### src/rtl/pll_lock_sequencer.sv
// PLL bring-up sequencer: pulses the PLL reset, waits for a synchronized lock,
// qualifies it for a stable window and then releases the PLL-domain reset.
module pll_lock_sequencer #(
  parameter int RESET_HOLD    = 16,
  parameter int LOCK_TIMEOUT  = 4800,
  parameter int STABLE_CYCLES = 256,
  parameter int MAX_RETRIES   = 3
) (
  input  logic       clock_in,
  input  logic       resetb,
  input  logic       locked,
  input  logic       restart,
  output logic       pll_resetb,
  output logic       sys_reset_n,
  output logic       ready,
  output logic       fault,
  output logic [7:0] relock_count
);

  typedef enum logic [2:0] {
    S_RESET_PLL = 3'd0,
    S_WAIT_LOCK = 3'd1,
    S_STABLE    = 3'd2,
    S_RUN       = 3'd3,
    S_FAULT     = 3'd4
  } state_t;

  localparam logic [15:0] HOLD_LAST    = 16'(RESET_HOLD - 1);
  localparam logic [15:0] TIMEOUT_LAST = 16'(LOCK_TIMEOUT - 1);
  localparam logic [15:0] STABLE_LAST  = 16'(STABLE_CYCLES - 1);
  localparam logic [3:0]  RETRY_LIMIT  = 4'(MAX_RETRIES);

  logic        r_sync1;
  logic        r_sync2;
  logic        w_locked_s;
  state_t      r_state;
  state_t      w_next_state;
  logic [15:0] r_cnt;
  logic [15:0] w_cnt_next;
  logic [3:0]  r_retry;
  logic [3:0]  w_retry_next;
  logic [3:0]  w_retry_inc;
  logic [7:0]  r_relock;
  logic [7:0]  w_relock_next;
  logic        r_pll_resetb;
  logic        r_sys_reset_n;
  logic        r_ready;
  logic        r_fault;

  assign w_locked_s = r_sync2;

  // Two-flop synchronizer for the asynchronous PLL lock flag.
  always_ff @(posedge clock_in or negedge resetb) begin
    if (!resetb) begin
      r_sync1 <= 1'b0;
      r_sync2 <= 1'b0;
    end else begin
      r_sync1 <= locked;
      r_sync2 <= r_sync1;
    end
  end

  // State, counters and outputs; outputs are decoded from the next state so
  // they change in the same cycle the state does.
  always_ff @(posedge clock_in or negedge resetb) begin
    if (!resetb) begin
      r_state       <= S_RESET_PLL;
      r_cnt         <= 16'd0;
      r_retry       <= 4'd0;
      r_relock      <= 8'd0;
      r_pll_resetb  <= 1'b0;
      r_sys_reset_n <= 1'b0;
      r_ready       <= 1'b0;
      r_fault       <= 1'b0;
    end else begin
      r_state       <= w_next_state;
      r_cnt         <= w_cnt_next;
      r_retry       <= w_retry_next;
      r_relock      <= w_relock_next;
      r_pll_resetb  <= (w_next_state == S_WAIT_LOCK) || (w_next_state == S_STABLE) ||
                       (w_next_state == S_RUN);
      r_sys_reset_n <= (w_next_state == S_RUN);
      r_ready       <= (w_next_state == S_RUN);
      r_fault       <= (w_next_state == S_FAULT);
    end
  end

  // Next-state logic; restart overrides every lock or timeout event.
  always_comb begin
    w_next_state  = r_state;
    w_retry_next  = r_retry;
    w_relock_next = r_relock;
    w_retry_inc   = r_retry + 4'd1;
    if (restart) begin
      w_next_state = S_RESET_PLL;
      w_retry_next = 4'd0;
    end else begin
      case (r_state)
        S_RESET_PLL: begin
          if (r_cnt == HOLD_LAST) begin
            w_next_state = S_WAIT_LOCK;
          end else begin
            w_next_state = S_RESET_PLL;
          end
        end
        S_WAIT_LOCK: begin
          if (w_locked_s) begin
            w_next_state = S_STABLE;
          end else if (r_cnt == TIMEOUT_LAST) begin
            w_retry_next = w_retry_inc;
            w_next_state = (w_retry_inc == RETRY_LIMIT) ? S_FAULT : S_RESET_PLL;
          end else begin
            w_next_state = S_WAIT_LOCK;
          end
        end
        S_STABLE: begin
          if (!w_locked_s) begin
            w_next_state = S_WAIT_LOCK;
          end else if (r_cnt == STABLE_LAST) begin
            w_next_state = S_RUN;
            w_retry_next = 4'd0;
          end else begin
            w_next_state = S_STABLE;
          end
        end
        S_RUN: begin
          if (!w_locked_s) begin
            w_next_state  = S_RESET_PLL;
            w_relock_next = (r_relock == 8'hFF) ? r_relock : r_relock + 8'd1;
          end else begin
            w_next_state = S_RUN;
          end
        end
        S_FAULT: begin
          w_next_state = S_FAULT;
        end
        default: begin
          w_next_state = S_RESET_PLL;
        end
      endcase
    end
  end

  // Cycle counter restarts on every state entry (restart counts as re-entry).
  always_comb begin
    w_cnt_next = r_cnt;
    if (restart || (w_next_state != r_state)) begin
      w_cnt_next = 16'd0;
    end else if (r_cnt != 16'hFFFF) begin
      w_cnt_next = r_cnt + 16'd1;
    end else begin
      w_cnt_next = r_cnt;
    end
  end

  assign pll_resetb   = r_pll_resetb;
  assign sys_reset_n  = r_sys_reset_n;
  assign ready        = r_ready;
  assign fault        = r_fault;
  assign relock_count = r_relock;

endmodule

### config.mk
export PLATFORM = sky130hd
export DESIGN_NAME = pll_lock_sequencer
export DESIGN_NICKNAME = d
export VERILOG_FILES = /design/src/rtl/pll_lock_sequencer.sv
export SDC_FILE = /design/constraint.sdc
export NUM_CORES = 1
export LEC_CHECK = 0
export ABC_AREA = 1
export BUFFER_PORTS_ARGS = -buffer_cell sky130_fd_sc_hd__buf_4
export CORE_UTILIZATION = 55
export DETAILED_ROUTE_END_ITERATION = 16
export PLACE_DENSITY = 0.81
export SLEW_MARGIN = 10
export SYNTH_ARGS = -nofsm -noshare
export SYNTH_HDL_FRONTEND = slang
export SYNTH_SLANG_ARGS = --single-unit
### constraint.sdc
create_clock -name clock_in -period 4.43 [get_ports clock_in]
set_input_delay 1.329 -clock clock_in [delete_from_list [all_inputs] [get_ports clock_in]]
set_output_delay 1.329 -clock clock_in [all_outputs]
set_load 0.005 [all_outputs]
==> flow_summary.yaml <==
final_layout:
  diodes: 0
  drive_gt1_share_pct: 25.9
  syn2layout_area_growth_pct: 10.6
  nets: 293
  mostFrequentLayoutCell: "nand2_1"
  instances_no_fill: 334
  final_cell_mix: "nand2_1 (48), dfrtp_1 (36), nor2_1 (34)"
placed_design:
  dpl_worst_slack_ns: 1.72
  port_buffers: 15
  gp_congestion: 0.854
  hpwl_mm: 3.01
  placedCellCount: 326
routing:
  ant_nets: 0
  totalWireLength_mm: 4.05
  vias_per_cell: 5.20
  initialDrtViolationCount: 113
  vias: 1736
  drc: 0
  first_pass_iters: 4
  wl_per_cell_um: 12.1
timing:
  period_minus_slack_ns: 2.41
  setup_violations: 0
  tightest_slew_ns: 0.438
  finalCritPeriodShare_pct: 54.3
  max_slew_margin_pct: 70.8
  worst_slack_ns: 2.02
  tns_ns: 0
  drv_slew: 0
  skew_ns: 0.00805
  max_freq_mhz: 415
  hold_viol_final: 0
  rsz0062_at_grt: "false"
min_path:
  hold_path_depth: 0
  min_from: "r_sync1"
  hold-path-endpoint: "r_sync2"
  hold_path.class: "flop to flop"
clock_network:
  cts_tree: "yes"
  clock_sinks: 36
  clockRootBuffer: "clkbuf_8"
  numCtsBuffers: 5
  cts.clk_slew.worst_paths_ns: 0.08
  cts-htree-levels: 2
  cts_setup_buffers: 0
  clockBufferDepth: 2
  clk_latency_ns: 0.29
  cts_resized: 0
  hold_buffers: 0
synth:
  syn_nets: 275
  seq_area_frac_synth_pct: 40.2
  netlist_instances: 267
  yosys.cell_types.count: 31
  ys_ff_latch: 36
  syn_area_um2: 2240
  yosysWarnings: 0
  syn_avg_cell_area_um2: 8.40
grt:
  overflow: 0
  grt_antenna_before_repair: 0
  grt_pass1_vias: 1644
  grt_max_degree: 37
  grt_usage_pct: 22.7
  grt_pass1_wl_mm: 7.40
critical_path:
  criticalPathCategory: "input pin to flop"
  crit-reg2reg-launch: "r_cnt[1]"
  crit_chain: "buf_4 > inv_1 > nand3_1 > o21ai_0 > nand2_1 > nor2_1 > nand2_1 > inv_2 > nand3_4 > nor2_1"
  r2r_end: "r_cnt[2]"
  crit_buf_inv: 3
  max_stage_delay_ns: 0.32
  cp-end-kind: "flop"
  reg2reg_slack_ns: 2.59
  crit_required_ns: 4.64
  path_delay_family: "simple AND/OR/NAND/NOR gates"
  start_kind: "input pin"
  critPathSlowestCell: "nand3_4"
  worstRegToRegCells: 11
  crit_arrival_ns: 2.62
  critPathMaxFanout: 16
floorplan:
  chipHeight_um: 65.9
  die-area_um2: 4340
  chipWidth_um: 65.9
  core_area_um2: 3770
  ios: 16
  rows: 22
  initial_core_util_pct: 59.5
power:
  p_per_area_nw_per_um2: 277
  peakVddDrop_mv: 0.166
  p_leak_nw: 1.17
run_status:
  outcome: "complete, no violations"
run:
  maxCapViolCount: 0
==> routing by layer <==
layer / vias up / track usage [%] / wire, um / part of all wire, %
met2: 28 / 34.8 / 1900 / 47
met5: - / 0 / 0 / 0
met1: 811 / 31.0 / 1920 / 48
li1: 889 / - / - / -
met3: 8 / 5.34 / 151 / 3.7
met4: 0 / 8.15 / 73 / 1.8
==> cell usage after synthesis (all sizes together) <==
master	number	area [um^2]
a21oi	5	25.0
a31o	1	8.76
buf	4	46.3
clkinv	1	3.75
dfrtp	36	901
ha	4	50.1
inv	33	124
nand2	61	282
nand3	27	175
nand4	9	62.6
nor2	54	328
nor3	7	45.0
nor4	1	6.26
o21ai	9	48.8
o22ai	1	6.26
xnor2	6	52.6
xor2	8	77.6
==> how the worst max path moves through the flow <==
stage                     startpoint   endpoint  slack, ns  cells after the start
final                        restart   r_cnt[2]       2.02                     10
after floorplan              restart  r_cnt[10]       1.90                     12
after detailed placement     restart   r_cnt[2]       1.72                     11
after global routing         restart   r_cnt[2]       1.94                     11
after CTS                    restart   r_cnt[2]       2.03                     11
after global placement       restart   r_cnt[2]       1.78                     11
==> layout make-up <==
type	count	area [um^2]
Tap cell	48	60.1
Clock inverter	3	42.5
Multi-Input combinational cell	193	1170
Timing Repair Buffer	15	113
Clock buffer	5	68.8
Sequential cell	36	901
Inverter	34	128
Fill cell	302	1290
==> kinds of logic after synthesis <==
kind of cell,share of synthesized area [%]
AND/OR/NAND/NOR,40.1
buffers and inverters,7.76
AO/OA/AOI/OAI,3.96
XOR/XNOR,5.80
adder cells (fa/ha/maj),2.23
flip-flops,40.2
==> state kept, by name, indices dropped and copies added (netlist names) <==
name	flops
r_state	3
r_sync2	1
r_cnt	16
r_sync1	1
relock_count	8
r_retry	4
pll_resetb	1
fault	1
ready	1
==> metrics by stage <==
stage / util (%) / hold WS [ns] / total power, mW / area (um^2)
floorplan: - / 0.331 / 0.392 / 2240
global placement: 62.8 / 0.351 / 0.403 / 2370
detailed placement: 62.8 / 0.361 / 0.405 / 2370
CTS: 65.8 / 0.379 / 0.691 / 2480
global route: 65.8 / 0.381 / 0.716 / 2480
finish: 65.8 / 0.375 / 0.687 / 2480
==> where the power goes <==
part	switching, mW	total (mW)	internal (mW)
Combinational	0.0333	0.0498	0.0165
Clock	0.123	0.289	0.166
Sequential	0.00998	0.348	0.338
Total	0.166	0.687	0.521
No activity file was read; power rests on OpenSTA's default activity.
